==> config.mk <==
export PLATFORM = sky130hd
export DESIGN_NAME = alu_arbiter_flat
export DESIGN_NICKNAME = d
export VERILOG_FILES = /design/src/rtl/alu_arbiter_if.sv /design/src/rtl/alu_arbiter.sv /design/src/flat_wrapper.sv
export SDC_FILE = /design/constraint.sdc
export NUM_CORES = 1
export LEC_CHECK = 0
export ABC_AREA = 1
export BUFFER_PORTS_ARGS = -buffer_cell sky130_fd_sc_hd__buf_2
export CAP_MARGIN = 20
export CORE_AREA = 10 10 158 160
export CTS_BUF_LIST = sky130_fd_sc_hd__clkbuf_2 sky130_fd_sc_hd__clkbuf_4 sky130_fd_sc_hd__clkbuf_8
export DETAILED_ROUTE_END_ITERATION = 10
export DIE_AREA = 0 0 168 170
export GPL_TIMING_DRIVEN = 0
export PLACE_DENSITY = 0.61
export SKIP_CTS_REPAIR_TIMING = 1
export SLEW_MARGIN = 20
export SYNTH_ARGS = -nofsm -noshare
export SYNTH_HDL_FRONTEND = slang
export SYNTH_SLANG_ARGS = --single-unit
==> constraint.sdc <==
create_clock -name clk -period 7.5 [get_ports clk]
set_input_delay 2.25 -clock clk [delete_from_list [all_inputs] [get_ports clk]]
set_output_delay 2.25 -clock clk [all_outputs]
set_load 0.03 [all_outputs]
==> src/rtl/alu_arbiter_if.sv <==
// Requester-side bundle for the shared ALU arbiter:
// operation request channel plus result response channel.
interface alu_arbiter_if #(
  parameter int NREQ = 4,
  parameter int W    = 32,
  parameter int IDW  = 2
);
  logic [NREQ-1:0]   req_valid;
  logic [NREQ-1:0]   req_ready;
  logic [NREQ*W-1:0] req_a;
  logic [NREQ*W-1:0] req_b;
  logic [NREQ*4-1:0] req_ctrl;
  logic [NREQ-1:0]   rsp_valid;
  logic [NREQ-1:0]   rsp_ready;
  logic [W-1:0]      rsp_data;
  logic              rsp_zero;
  logic [IDW-1:0]    rsp_id;

  modport master (
    output req_valid, req_a, req_b, req_ctrl, rsp_ready,
    input  req_ready, rsp_valid, rsp_data, rsp_zero, rsp_id
  );

  modport slave (
    input  req_valid, req_a, req_b, req_ctrl, rsp_ready,
    output req_ready, rsp_valid, rsp_data, rsp_zero, rsp_id
  );
endinterface

==> src/rtl/alu_arbiter.sv <==
// Round-robin sharing of one combinational ALU among NREQ requesters,
// one operation in flight: IDLE (grant) -> EXEC (settle) -> RESP.
module alu_arbiter #(
  parameter int NREQ = 4,
  parameter int W    = 32,
  parameter int IDW  = 2
) (
  input  logic         clk,
  input  logic         reset,
  alu_arbiter_if.slave bus,
  output logic [W-1:0] alu_a,
  output logic [W-1:0] alu_b,
  output logic [3:0]   alu_ctrl,
  input  logic [W-1:0] alu_out,
  input  logic         alu_zero
);

  typedef enum logic [1:0] {
    IDLE = 2'd0,
    EXEC = 2'd1,
    RESP = 2'd2
  } state_t;

  state_t         state, state_nxt;
  logic [IDW-1:0] rr_ptr;
  logic [IDW-1:0] owner;
  logic [IDW-1:0] grant;
  logic           found;
  logic [IDW:0]   idx;
  logic [W-1:0]   sel_a;
  logic [W-1:0]   sel_b;
  logic [3:0]     sel_ctrl;

  // Scan from rr_ptr upward, wrapping at NREQ; first valid wins.
  always_comb begin
    found = 1'b0;
    grant = '0;
    idx   = '0;
    for (int k = 0; k < NREQ; k++) begin
      idx = {1'b0, rr_ptr} + (IDW+1)'(k);
      if (idx >= (IDW+1)'(NREQ))
        idx = idx - (IDW+1)'(NREQ);
      if (!found && bus.req_valid[idx[IDW-1:0]]) begin
        found = 1'b1;
        grant = idx[IDW-1:0];
      end
    end
  end

  always_comb begin
    sel_a    = '0;
    sel_b    = '0;
    sel_ctrl = '0;
    for (int i = 0; i < NREQ; i++) begin
      if (grant == IDW'(i)) begin
        sel_a    = bus.req_a[i*W +: W];
        sel_b    = bus.req_b[i*W +: W];
        sel_ctrl = bus.req_ctrl[i*4 +: 4];
      end
    end
  end

  always_ff @(posedge clk) begin
    if (reset)
      state <= IDLE;
    else
      state <= state_nxt;
  end

  always_comb begin
    state_nxt     = state;
    bus.req_ready = '0;
    bus.rsp_valid = '0;
    unique case (state)
      IDLE: begin
        if (found) begin
          bus.req_ready[grant] = 1'b1;
          state_nxt            = EXEC;
        end
      end
      EXEC: state_nxt = RESP;
      RESP: begin
        bus.rsp_valid[bus.rsp_id] = 1'b1;
        if (bus.rsp_ready[bus.rsp_id])
          state_nxt = IDLE;
      end
      default: state_nxt = IDLE;
    endcase
  end

  // Operands only move on a grant, so the ALU inputs hold between ops.
  always_ff @(posedge clk) begin
    if (reset) begin
      rr_ptr       <= '0;
      owner        <= '0;
      alu_a        <= '0;
      alu_b        <= '0;
      alu_ctrl     <= 4'b0000;
      bus.rsp_data <= '0;
      bus.rsp_zero <= 1'b0;
      bus.rsp_id   <= '0;
    end else begin
      if (state == IDLE && found) begin
        alu_a    <= sel_a;
        alu_b    <= sel_b;
        alu_ctrl <= sel_ctrl;
        owner    <= grant;
        rr_ptr   <= (grant == IDW'(NREQ-1)) ? '0 : grant + 1'b1;
      end
      if (state == EXEC) begin
        bus.rsp_data <= alu_out;
        bus.rsp_zero <= alu_zero;
        bus.rsp_id   <= owner;
      end
    end
  end

endmodule

==> src/flat_wrapper.sv <==
// flat-port wrapper written by rule: the top's interface ports become plain ports
module alu_arbiter_flat 
#(
  parameter int NREQ = 4,
  parameter int W    = 32,
  parameter int IDW  = 2
)
  (clk, reset, alu_a, alu_b, alu_ctrl, alu_out, alu_zero, bus_req_valid, bus_req_a, bus_req_b, bus_req_ctrl, bus_rsp_ready, bus_req_ready, bus_rsp_valid, bus_rsp_data, bus_rsp_zero, bus_rsp_id);
  alu_arbiter_if #(.NREQ(NREQ), .W(W), .IDW(IDW)) bus_i ();
  input  logic clk;
  input  logic reset;
  output logic [W-1:0] alu_a;
  output logic [W-1:0] alu_b;
  output logic [3:0] alu_ctrl;
  input  logic [W-1:0] alu_out;
  input  logic alu_zero;
  input wire logic [$bits(bus_i.req_valid)-1:0] bus_req_valid;
  input wire logic [$bits(bus_i.req_a)-1:0] bus_req_a;
  input wire logic [$bits(bus_i.req_b)-1:0] bus_req_b;
  input wire logic [$bits(bus_i.req_ctrl)-1:0] bus_req_ctrl;
  input wire logic [$bits(bus_i.rsp_ready)-1:0] bus_rsp_ready;
  output wire logic [$bits(bus_i.req_ready)-1:0] bus_req_ready;
  output wire logic [$bits(bus_i.rsp_valid)-1:0] bus_rsp_valid;
  output wire logic [$bits(bus_i.rsp_data)-1:0] bus_rsp_data;
  output wire logic [$bits(bus_i.rsp_zero)-1:0] bus_rsp_zero;
  output wire logic [$bits(bus_i.rsp_id)-1:0] bus_rsp_id;
  assign bus_i.req_valid = bus_req_valid;
  assign bus_i.req_a = bus_req_a;
  assign bus_i.req_b = bus_req_b;
  assign bus_i.req_ctrl = bus_req_ctrl;
  assign bus_i.rsp_ready = bus_rsp_ready;
  assign bus_req_ready = bus_i.req_ready;
  assign bus_rsp_valid = bus_i.rsp_valid;
  assign bus_rsp_data = bus_i.rsp_data;
  assign bus_rsp_zero = bus_i.rsp_zero;
  assign bus_rsp_id = bus_i.rsp_id;
  alu_arbiter #(.NREQ(NREQ), .W(W), .IDW(IDW)) u_core (.clk(clk), .reset(reset), .bus(bus_i), .alu_a(alu_a), .alu_b(alu_b), .alu_ctrl(alu_ctrl), .alu_out(alu_out), .alu_zero(alu_zero));
endmodule
Yosys cells after proc, flatten, opt, wreduce, memory -nomap -nowiden
Index checks and enable logic that the tools add are counted.

word-level totals
  bits in registers = 109
  input bits = 315
  output and inout port bits = 111
  word-level logic and storage cells = 93

operators by class
  $add $sub $neg = 8
  $lt $le $gt $ge = 12
  eq/ne operators = 7
  muxes and demuxes = 45
  reductions and logical operators = 12

operators by type and width
  cell                                                                count
  two-way mux 32 bit                                                  8
  two-way mux 4 bit                                                   7
  two-way mux 2 bit                                                   11
  < comparator 2 x 3 -> 1 bit (second input constant)                 6
  two-way mux 1 bit                                                   11
  binary-select mux 1 bit (select 2 bit)                              5
  greater-or-equal comparator 3 bit (second input constant)           3
  subtractor 2 x 1 -> 2 bit (second input constant)                   4
  adder 2 x 2 -> 3 bit (second input constant)                        2
  == test 2 bit (second input constant)                               3
  logical AND 1 bit                                                   6
  one-hot mux 2 bit (3 select lines)                                  1
  demux 1 bit (select 2 bit)                                          2
  == test 2 x 1 -> 1 bit (second input constant)                      2
  greater-or-equal comparator 2 x 1 -> 1 bit (second input constant)  2
  logical NOT 2 bit                                                   2
  inequality test 2 x 1 -> 1 bit (second input constant)              2
  adder 2 x 1 -> 3 bit (second input constant)                        1
  greater-or-equal comparator 2 x 3 -> 1 bit (second input constant)  1
  logical NOT 1 bit                                                   3
  adder 2 x 1 -> 2 bit (second input constant)                        1
  AND reduction 2 bit                                                 1

Longest topological paths before layout
Gate-level depths: netlist of the first run.

  depth in word-level cells = 20
  depth in mapped cells = 21
  depth with buffers taken out = 18

Worst setup path after synthesis of the first run
Ideal clock, no wire load.

  path kind = input to output
  start = input port bus_req_valid[3]
  end = output port bus_req_ready[2]
  arrival time = 4,049 ps
  data required time = 5,250 ps
  slack = 1,201 ps
  cell stages on the path = 15
  path buffers = 3
  path through = inv_1 nand2_1 nand3_1 nand2_1 nor2_4 nand3_1 nand3_1 nand2_1 inv_1 ha_1 buf_2 inv_1 clkbuf_1 buf_2 nor2_1

between the ends
  word-level cells in the longest chain between the ends = 18
  elaborated cells between the ends (all ways) = 29
  classes of those cells = order compare: 2; mux: 20; reduce/logical: 7

ends and longest elaborated chain
  item                                                                                                             RTL line            RTL
  start: declaration                                                                                               flat_wrapper.sv:17  input wire logic [$bits(bus_i.req_valid)-1:0] bus_req_valid;
  binary-select mux 1 bit (select 2 bit)                                                                           alu_arbiter.sv:43   if (!found && bus.req_valid[idx[IDW-1:0]]) begin
  two-way mux 1 bit (implied by the code)                                                                          alu_arbiter.sv:43
  two-way mux 1 bit                                                                                                alu_arbiter.sv:43
  logical NOT 1 bit                                                                                                alu_arbiter.sv:43
  logical AND 1 bit                                                                                                alu_arbiter.sv:43
  two-way mux 1 bit                                                                                                alu_arbiter.sv:43
  logical NOT 1 bit                                                                                                alu_arbiter.sv:43
  logical AND 1 bit                                                                                                alu_arbiter.sv:43
  [3 not listed]                                                                                                   --
  two-way mux 2 bit (*)                                                                                            alu_arbiter.sv:43
  named net u_core.grant[1]                                                                                        alu_arbiter.sv:27   logic [IDW-1:0] grant;
  < comparator 2 x 3 -> 1 bit (implied by the code) or greater-or-equal comparator 2 x 1 -> 1 bit (tied branches)  alu_arbiter.sv:77   bus.req_ready[grant] = 1'b1;
  logical AND 1 bit (implied by the code)                                                                          alu_arbiter.sv:77
  two-way mux 1 bit (implied by the code)                                                                          alu_arbiter.sv:77
  demux 1 bit (select 2 bit) (*)                                                                                   --
  two-way mux 4 bit (*)                                                                                            alu_arbiter.sv:76   if (found) begin
  two-way mux 4 bit (*)                                                                                            alu_arbiter.sv:74   unique case (state)
  end: declaration                                                                                                 flat_wrapper.sv:22  output wire logic [$bits(bus_i.req_ready)-1:0] bus_req_ready;

The timed path passes the listed nets; every way through them passes the cells marked *. The select of a mux whose other input is x is not followed.

Final worst setup path of the first run
Ends and elaborated chain as after synthesis.

==> results of run 1 <==
==> cell families after synthesis <==
group	count (synthesis)
compound gates	315
fa+ha+maj	4
buf+inv	104
simple gates	476
flops	109
==> final timing paths <==
kind | from | to | slack, ps | cells after the start
max reg2reg | u_core.rr_ptr[1]$_SDFFE_PP0P_ | u_core.alu_b[21]$_SDFFE_PP0P_ | 4060 | 20
min | u_core.bus.rsp_data[2]$_SDFFE_PP0N_ | u_core.bus.rsp_data[2]$_SDFFE_PP0N_ | 490 | 2
min reg2reg | u_core.bus.rsp_data[2]$_SDFFE_PP0N_ | u_core.bus.rsp_data[2]$_SDFFE_PP0N_ | 490 | 2
max | bus_req_valid[3] | bus_req_ready[2] | 500 | 16
==> flip-flops by register name (all words and copies together), names as in the netlist <==
| name | flops |
|---|---|
| u_core.owner | 2 |
| u_core.alu_ctrl | 4 |
| u_core.state | 2 |
| u_core.bus.rsp_id | 2 |
| u_core.alu_b | 32 |
| u_core.rr_ptr | 2 |
| u_core.alu_a | 32 |
| u_core.bus.rsp_data | 32 |
| u_core.bus.rsp_zero | 1 |
==> cell usage after synthesis <==
cell	number
nand2_1	236
nor2_1	215
o21ai_0	201
dfxtp_1	109
a21oi_1	72
clkbuf_1	45
o21ai_1	40
buf_2	23
inv_1	22
nand3_1	13
ha_1	4
nor3_1	4
buf_1	3
nand2_2	3
buf_12	2
buf_4	2
buf_6	2
buf_8	2
inv_2	2
a21oi_2	1
a31oi_1	1
inv_6	1
nand2_4	1
nand3_2	1
nand4_1	1
nor2_2	1
nor2_4	1
==> layer usage <==
| layer | up-vias | track usage, % |
|---|---|---|
| met2 | 347 | 36.7 |
| li1 | 4163 | - |
| met3 | 17 | 7.28 |
| met4 | 2 | 4.05 |
| met1 | 3682 | 23.1 |
| met5 | - | 0 |
==> report_power, final <==
group / switching [mW] / total, mW / internal, mW / leakage (nW)
Clock: 0.228 / 0.404 / 0.176 / 0.107
Combinational: 2.49 / 3.65 / 1.16 / 3.58
Sequential: 0.111 / 0.915 / 0.804 / 0.903
==> stage by stage <==
step / hold slack (ps) / cells
5_1_grt: 511 / 1731
3_5_place_dp: 465 / 1713
6_report: 488 / 1734
4_1_cts: 493 / 1729
3_3_place_gp: 459 / 1713
2_1_floorplan: 450 / 1008
==> cell type report <==
cell class,instances,area (µm²)
diodes,5,12.5
plain buffers,79,403
clock buffers,11,151
clock inverters,5,63.8
fillers,2460,12800
inverters,25,98.8
multi-input cells,795,3470
flip-flops and latches,109,2180
well taps,280,350
repair buffers,425,2130
==> critical path, delay by kind of cell <==
family        cells  cell delay, ps
buf+inv           8            1580
simple gates      7             740
fa+ha+maj         1             170
==> results.md, run 1 <==
- Status: finished, final reports clean
- Port bufs: 425
- Worst-path clk slew: 100 ps
- Crit end category: output port
- Most common cell after layout, fill and taps aside: buf_2
- Post-Syn Area: 6160 µm²
- GRT Total Usage: 20.6%
- First-pass GRT wire length: 46,500 µm
- # IOs: 426
- Vias per cell: 4.74
- Drt pass-1 iters: 7
- Final HPWL DP: 26,400 µm
- Clock Skew: 18.6 ps
- Clock Tree Root: clkbuf_8
- Setup ws final: 501 ps
- CP arrival: 4750 ps
- Hold Crit Class: flip-flop to flip-flop
- Vias in the first global route: 8,250
- Die H: 170 µm
- Max rail drop VDD: 0.280 mV
- P&R area growth vs syn: 43.9%
- Mux cell area share after synthesis: 0%
- Max incr delay on CP: 420 ps
- Final instance area: 8860 µm²
- Dpl cell area: 8630 µm²
- TritonCTS clock tree: yes
- Layout cells sized above 1: 33.3%
- Syn_nets: 1,327
- Slew HR: 61.4%
- H-Tree Depth: 3
- Vias: 8,211
- Fmax: 143 MHz
- Max-Cap Viols: 0
- Area share of the largest cell type after synthesis: 35.4%
- Core Area: 21,700 µm²
- Top post-synthesis cells by area: dfxtp_1 35%, o21ai_0 16%, nand2_1 14%, nor2_1 13%, a21oi_1 5.9%
- Initial antenna violation count: 4
- Part of the Yosys area used for sequential elements: 35.4%
- Overflow after GRT: 0
- WL met3: 3060 µm
- Power per Cell Area: 560 nW/µm²
- Post-place setup slack: 466 ps
- Crit path required time: 5250 ps
- Setup TNS: 0 ps
- Most used cell, CP: buf_2
- Worst-margin pin slew: 580 ps
- Fin crit share: 93.3%
- Met2 routed WL: 16,000 µm
- Final Util: 40.9%
- M1 WL: 12,500 µm
- Slowest CP cell: clkbuf_1
- Static Leak: 4.59 nW
- Total Die Area: 28,600 µm²
- FF+latch count, synth: 109
- Yosys warns: 0
- Total CTS buffers: 9
- RePlAce Congestion: 0.927
- Fin nets: 1,763
- Compound-cell area share of the yosys netlist: 25.7%
- Chip Width: 168 µm
- Max Used Layer: met5
- Worst skew pair latency: 390 ps
- Post-route ant nets: 0
- Clk sinks: 109
- Final hold vios: 0
- Clk buf depth: 2
- Initial core utilization: 28.4%
- Syn avg cell area: 6.11 µm²
- Largest net degree at the start of global routing: 19
- Post-Synth XOR/XNOR Area: 0%
- Slew Viols, Final: 0
- Simple-gate portion of the synthesized area: 29.9%
- Crit-path cells: buf_2 -> inv_1 -> nand2_1 -> nand3_1 -> nand2_1 -> nor2_4 -> nand3_1 -> nand2_1 -> inv_1 -> ha_1 -> buf_2 -> inv_1 -> clkbuf_1 -> buf_2 -> nor2_1 -> buf_2
- Drt wl/cell: 18.3 µm
- DRT iter0 DRCs: 506
- Unrepaired setup endpoints after global routing: false
- Post-Synthesis Cells: 1,008
- Number of library cell types mapped by synthesis: 27
- Startpoint types: input pin
- Pwr Total: 4.97 mW
- WS Path Type: input pin to output port
- Synth area leader: dfxtp_1
- Most frequent cells in the layout: 448 x buf_2, 236 x nand2_1, 215 x nor2_1, 201 x o21ai_0, 109 x dfxtp_1
- Minimum period implied by the final worst setup slack: 7000 ps
- DRC Markers: 0
- Main combinational cell family by area after synthesis: simple AND/OR/NAND/NOR gates
- CP Max Fanout: 10
- Row cnt: 54
- Post-Synth Adder-Cell Area: 0.813%
- Routed Wire Length: 31,800 µm
- Setup violations, final: 0
Power figures use the tool's default switching activity.
==> run 2: changes to the inputs <==
Settings changed: ABC_AREA 1 to default, PLACE_DENSITY 0.61 to 0.6.
==> results.md, run 2 <==
- Initial antenna violation count: 1
- Fin crit share: 91.2%
- Most frequent cells in the layout: 441 x buf_2, 109 x dfxtp_1, 107 x a21oi_1, 75 x nor2_1, 74 x nand2_1
- Drt wl/cell: 21.2 µm
- Largest regs: u_core.alu_a (32), u_core.alu_b (32), u_core.bus.rsp_data (32)
- Fmax: 146 MHz
- Stages on the worst setup path: 9
- H-Tree Depth: 3
- Drt pass-1 iters: 5
- Setup TNS: 0 ps
- Post-synth ARST share: 0%
- Initial core utilization: 28.2%
- Number of library cell types mapped by synthesis: 33
- Final HPWL DP: 25,100 µm
- Status: finished, final reports clean
- Crit path required time: 5250 ps
- Delay-heaviest family, CP: buffers and inverters
- Chip Width: 168 µm
- Crit-path cells: buf_2 -> nor2b_1 -> o31ai_1 -> and2_1 -> ha_1 -> buf_2 -> clkbuf_1 -> and2_1 -> buf_2
- Static Leak: 4.36 nW
- Vias in the first global route: 7,906
- Setup violations, final: 0
- Die H: 170 µm
- Most common cell after layout, fill and taps aside: buf_2
- Worst reg2reg path depth: 10
- Syn avg cell area: 8.10 µm²
- Worst-path clk slew: 110 ps
- Total Die Area: 28,600 µm²
- Clock Tree Root: clkbuf_8
- # IOs: 426
- P&R area growth vs syn: 44.1%
- Clock Skew: 11.9 ps
- Max rail drop VDD: 0.155 mV
- Max-Cap Viols: 0
- Clk buf depth: 2
- Final hold vios: 0
- Synth area leader: dfxtp_1
- Post-Synthesis Cells: 755
- Largest net degree at the start of global routing: 19
- Worst-margin pin slew: 827 ps
- Post-route ant nets: 0
- Worst skew pair latency: 380 ps
- Worst r2r src: u_core.rr_ptr[1]$_SDFFE_PP0P_
- Post-synth EDFFs: 0
- Crit end category: output port
- Hold Crit Class: flip-flop to flip-flop
- Unrepaired setup endpoints after global routing: false
- TritonCTS clock tree: yes
- DRT iter0 DRCs: 563
- Startpoint types: input pin
- Worst r2r dst: u_core.alu_a[4]$_SDFFE_PP0P_
- Vias per cell: 5.08
- Most common cell in the synthesized netlist: dfxtp_1
- Most used cell, CP: buf_2
- Worst setup endpoint: bus_req_ready[3]
- Max incr delay on CP: 520 ps
- Slowest CP cell: clkbuf_1
- CP startpoint: bus_req_valid[0]
- Top post-synthesis cells by area: dfxtp_1 36%, a221oi_2 12%, a221o_1 11%, a21oi_1 8.8%, nor3_1 5.6%
- Row cnt: 54
- Overflow after GRT: 0
- Core Area: 21,700 µm²
- Power per Cell Area: 270 nW/µm²
- Clk sinks: 109
- Total CTS buffers: 9
- Fin nets: 1,509
- Layout cells sized above 1: 43.5%
- Synth cell count leaders: 109 x dfxtp_1, 107 x a21oi_1, 75 x nor2_1
- First-pass GRT wire length: 46,700 µm
- Port bufs: 424
- GRT Total Usage: 20.6%
- WS Path Type: input pin to output port
- Slew Viols, Final: 0
- Post-Syn Area: 6110 µm²
- Minimum period implied by the final worst setup slack: 6840 ps
- DRC Markers: 0
- FF+latch count, synth: 109
- CP Buf/Inv Count: 4
- Syn_nets: 1,074
- Post-synth top flop: dfxtp_1
- R2R setup slack: 4520 ps
- Yosys warns: 0
- Vias: 7,496
- Routed Wire Length: 31,300 µm
- RePlAce Congestion: 0.914
- Part of the Yosys area used for sequential elements: 35.7%
- Post-place setup slack: 649 ps
- CP Max Fanout: 10
- Area share of the largest cell type after synthesis: 35.7%
- Setup ws final: 661 ps
- Slew HR: 44.8%
- CP arrival: 4590 ps
run 2: kinds of logic (layout without fill, tap and decap cells):
| kind of cell | count (synthesis) | in the layout | share of synthesized area [%] |
|---|---|---|---|
| buffers and inverters | 153 | 592 | 10.5 |
| flip-flops | 109 | 109 | 35.7 |
| other | 0 | 2 | 0 |
| multiplexers | 1 | 1 | 0.368 |
| adder cells (fa/ha/maj) | 4 | 4 | 0.819 |
| AO/OA/AOI/OAI | 255 | 255 | 36.1 |
| AND/OR/NAND/NOR | 233 | 233 | 16.5 |
run 2: worst reg2reg max path, delay by kind of cell, from the launching register on:
kind	cells	cell delay, ps
adder cells (fa/ha/maj)	1	170
flip-flops	1	370
AO/OA/AOI/OAI	5	1060
AND/OR/NAND/NOR	1	100
buffers and inverters	3	1140
run 2: cell type report:
cell class              count  area, µm²
clock inverters             6       95.1
repair buffers            424       2120
clock buffers               9        124
flip-flops and latches    109       2180
multi-input cells         493       3290
diodes                      2       5.00
plain buffers              81        370
inverters                  72        270
well taps                 280        350
fillers                  2325      12900
run 2: worst min-delay path by stage:
stage	end	from	cells past startpoint	slack, ps
after global placement	u_core.bus.rsp_data[30]$_SDFFE_PP0N_	u_core.bus.rsp_data[30]$_SDFFE_PP0N_	2	440
after detailed placement	u_core.bus.rsp_data[30]$_SDFFE_PP0N_	u_core.bus.rsp_data[30]$_SDFFE_PP0N_	2	440
after CTS	u_core.bus.rsp_data[30]$_SDFFE_PP0N_	u_core.bus.rsp_data[30]$_SDFFE_PP0N_	2	460
final	u_core.bus.rsp_data[7]$_SDFFE_PP0N_	u_core.bus.rsp_data[7]$_SDFFE_PP0N_	2	460
after floorplan	u_core.bus.rsp_id[1]$_SDFFE_PP0N_	u_core.owner[1]$_SDFFE_PP0P_	2	430
after global routing	u_core.bus.rsp_data[7]$_SDFFE_PP0N_	u_core.bus.rsp_data[7]$_SDFFE_PP0N_	2	470
run 2: stage by stage:
stage	cell area [µm²]	utilization, %	power [mW]	hold WS (ps)	cells
after floorplan	6110	-	1.56	432	755
after global placement	8590	39.6	1.97	438	1459
after detailed placement	8590	39.6	1.98	444	1459
after CTS	8800	40.6	2.40	461	1474
after global routing	8800	40.6	2.53	473	1474
final	8810	40.6	2.38	458	1476
run 2: where the power goes:
part	internal, mW	total, mW	switching (mW)
Combinational	0.455	1.24	0.780
Clock	0.190	0.411	0.221
Sequential	0.677	0.731	0.0543
Total	1.32	2.38	1.06
run 2: metal layers:
metal	track usage (%)	share of wire [%]
met5	0	0
met4	4.09	1.7
met3	7.23	9.4
met2	35.1	48
met1	24.5	41
==> run 3: changes to the inputs <==
Settings changed: RECOVER_POWER from default to 100.
==> results.md, run 3 (same netlist as run 2, synthesis figures left out) <==
- Status: finished, final reports clean
- Sequential Power Share: 32.2%
- Most frequent cells in the layout: 328 x buf_2, 168 x clkbuf_1, 109 x dfxtp_1, 107 x a21oi_1, 75 x nor2_1
- Crit end category: output port
- Drt pass-1 iters: 5
- Final HPWL DP: 25,100 µm
- Worst-path clk slew: 110 ps
- Crit path required time: 5250 ps
- Slew HR: 43.8%
- Hold Crit Class: flip-flop to flip-flop
- Fmax: 144 MHz
- Chip Width: 168 µm
- Clk sinks: 109
- CP Max Fanout: 10
- Setup violations, final: 0
- Placed cell count: 1,459
- Routed Wire Length: 31,400 µm
- Setup ws final: 571 ps
- Worst skew pair latency: 380 ps
- Core Area: 21,700 µm²
- Overflow after GRT: 0
- Logic pwr share: 49.8%
- Power per Cell Area: 272 nW/µm²
- Vias per cell: 5.09
- Sw Pwr: 1.02 mW
- First-pass GRT wire length: 46,700 µm
- P&R area growth vs syn: 37.0%
- Pwr Total: 2.28 mW
- GRT Total Usage: 20.6%
- Fin crit share: 92.4%
- Final hold vios: 0
- Slew Viols, Final: 0
- Max-Cap Viols: 0
- Layout cells sized above 1: 30.1%
- Sw frac: 44.6%
- Clock Skew: 11.1 ps
- Die H: 170 µm
- Total CTS buffers: 9
- Fin nets: 1,509
- WS Path Type: input pin to output port
- CP arrival: 4680 ps
- Vias in the first global route: 7,906
- Final hold slack: 460 ps
- # IOs: 426
- Clk buf depth: 2
- Clock share of power: 18.0%
- Post-route ant nets: 0
- Largest regs: u_core.alu_a (32), u_core.alu_b (32), u_core.bus.rsp_data (32)
- Static Leak: 3.82 nW
- Dpl cell area: 8590 µm²
- Most common cell after layout, fill and taps aside: buf_2
- Port bufs: 424
- Clock Tree Root: clkbuf_8
- Unrepaired setup endpoints after global routing: false
- Vias: 7,508
- Startpoint types: input pin
- Total Die Area: 28,600 µm²
- TritonCTS clock tree: yes
- Row cnt: 54
- Initial core utilization: 28.2%
- Final instance area: 8380 µm²
- Max rail drop VDD: 0.149 mV
- Minimum period implied by the final worst setup slack: 6930 ps
- Largest net degree at the start of global routing: 19
- Non-filler cells in the finished layout: 1,476
- Setup TNS: 0 ps
- Initial antenna violation count: 1
- Drt wl/cell: 21.3 µm
- RePlAce Congestion: 0.914
- DRC Markers: 0
- DRT iter0 DRCs: 559
- Post-place setup slack: 649 ps
- H-Tree Depth: 3
- Internal power: 1.26 mW
- Worst-margin pin slew: 843 ps
- Final Util: 38.6%
run 3: worst paths after layout:
| check | from | endpoint | slack, ps | depth (start not counted) |
|---|---|---|---|---|
| setup / recovery | bus_req_valid[0] | bus_req_ready[1] | 570 | 9 |
| hold / removal | u_core.bus.rsp_data[7]$_SDFFE_PP0N_ | u_core.bus.rsp_data[7]$_SDFFE_PP0N_ | 460 | 2 |
| setup reg to reg | u_core.rr_ptr[1]$_SDFFE_PP0P_ | u_core.alu_a[4]$_SDFFE_PP0P_ | 4260 | 10 |
| hold reg to reg | u_core.bus.rsp_data[7]$_SDFFE_PP0N_ | u_core.bus.rsp_data[7]$_SDFFE_PP0N_ | 460 | 2 |
run 3: layout make-up:
type / count / area [µm²]
multi-input combinational: 493 / 3000
fill: 2437 / 13300
timing repair buffer: 424 / 1990
buffer: 81 / 360
clock buffer: 9 / 124
sequential: 109 / 2180
clock inverter: 6 / 95.1
inverter: 72 / 270
antenna: 2 / 5.00
tap: 280 / 350
run 3: power groups by stage:
| stage | logic, mW | clock network (mW) | registers (mW) |
|---|---|---|---|
| detailed placement | 1.24 | 0 | 0.741 |
| floorplan | 0.641 | 0 | 0.920 |
| finish | 1.13 | 0.411 | 0.734 |
| CTS | 1.24 | 0.424 | 0.730 |
| global route | 1.24 | 0.445 | 0.746 |
| global placement | 1.23 | 0 | 0.738 |
run 3: worst max-delay path: stages:
cell,delay [ps]
clkbuf_1,110
nor2b_1,170
o31ai_1,380
and2_1,220
ha_1,160
clkbuf_1,520
clkbuf_1,450
and2_1,210
buf_2,210
run 3: metal layers:
metal / vias to the layer above / track usage (%) / part of all wire [%]
met5: - / 0 / 0
met4: 0 / 4.09 / 1.6
met3: 28 / 7.23 / 9.1
met2: 363 / 35.1 / 48
met1: 3488 / 24.5 / 41
li1: 3629 / - / -
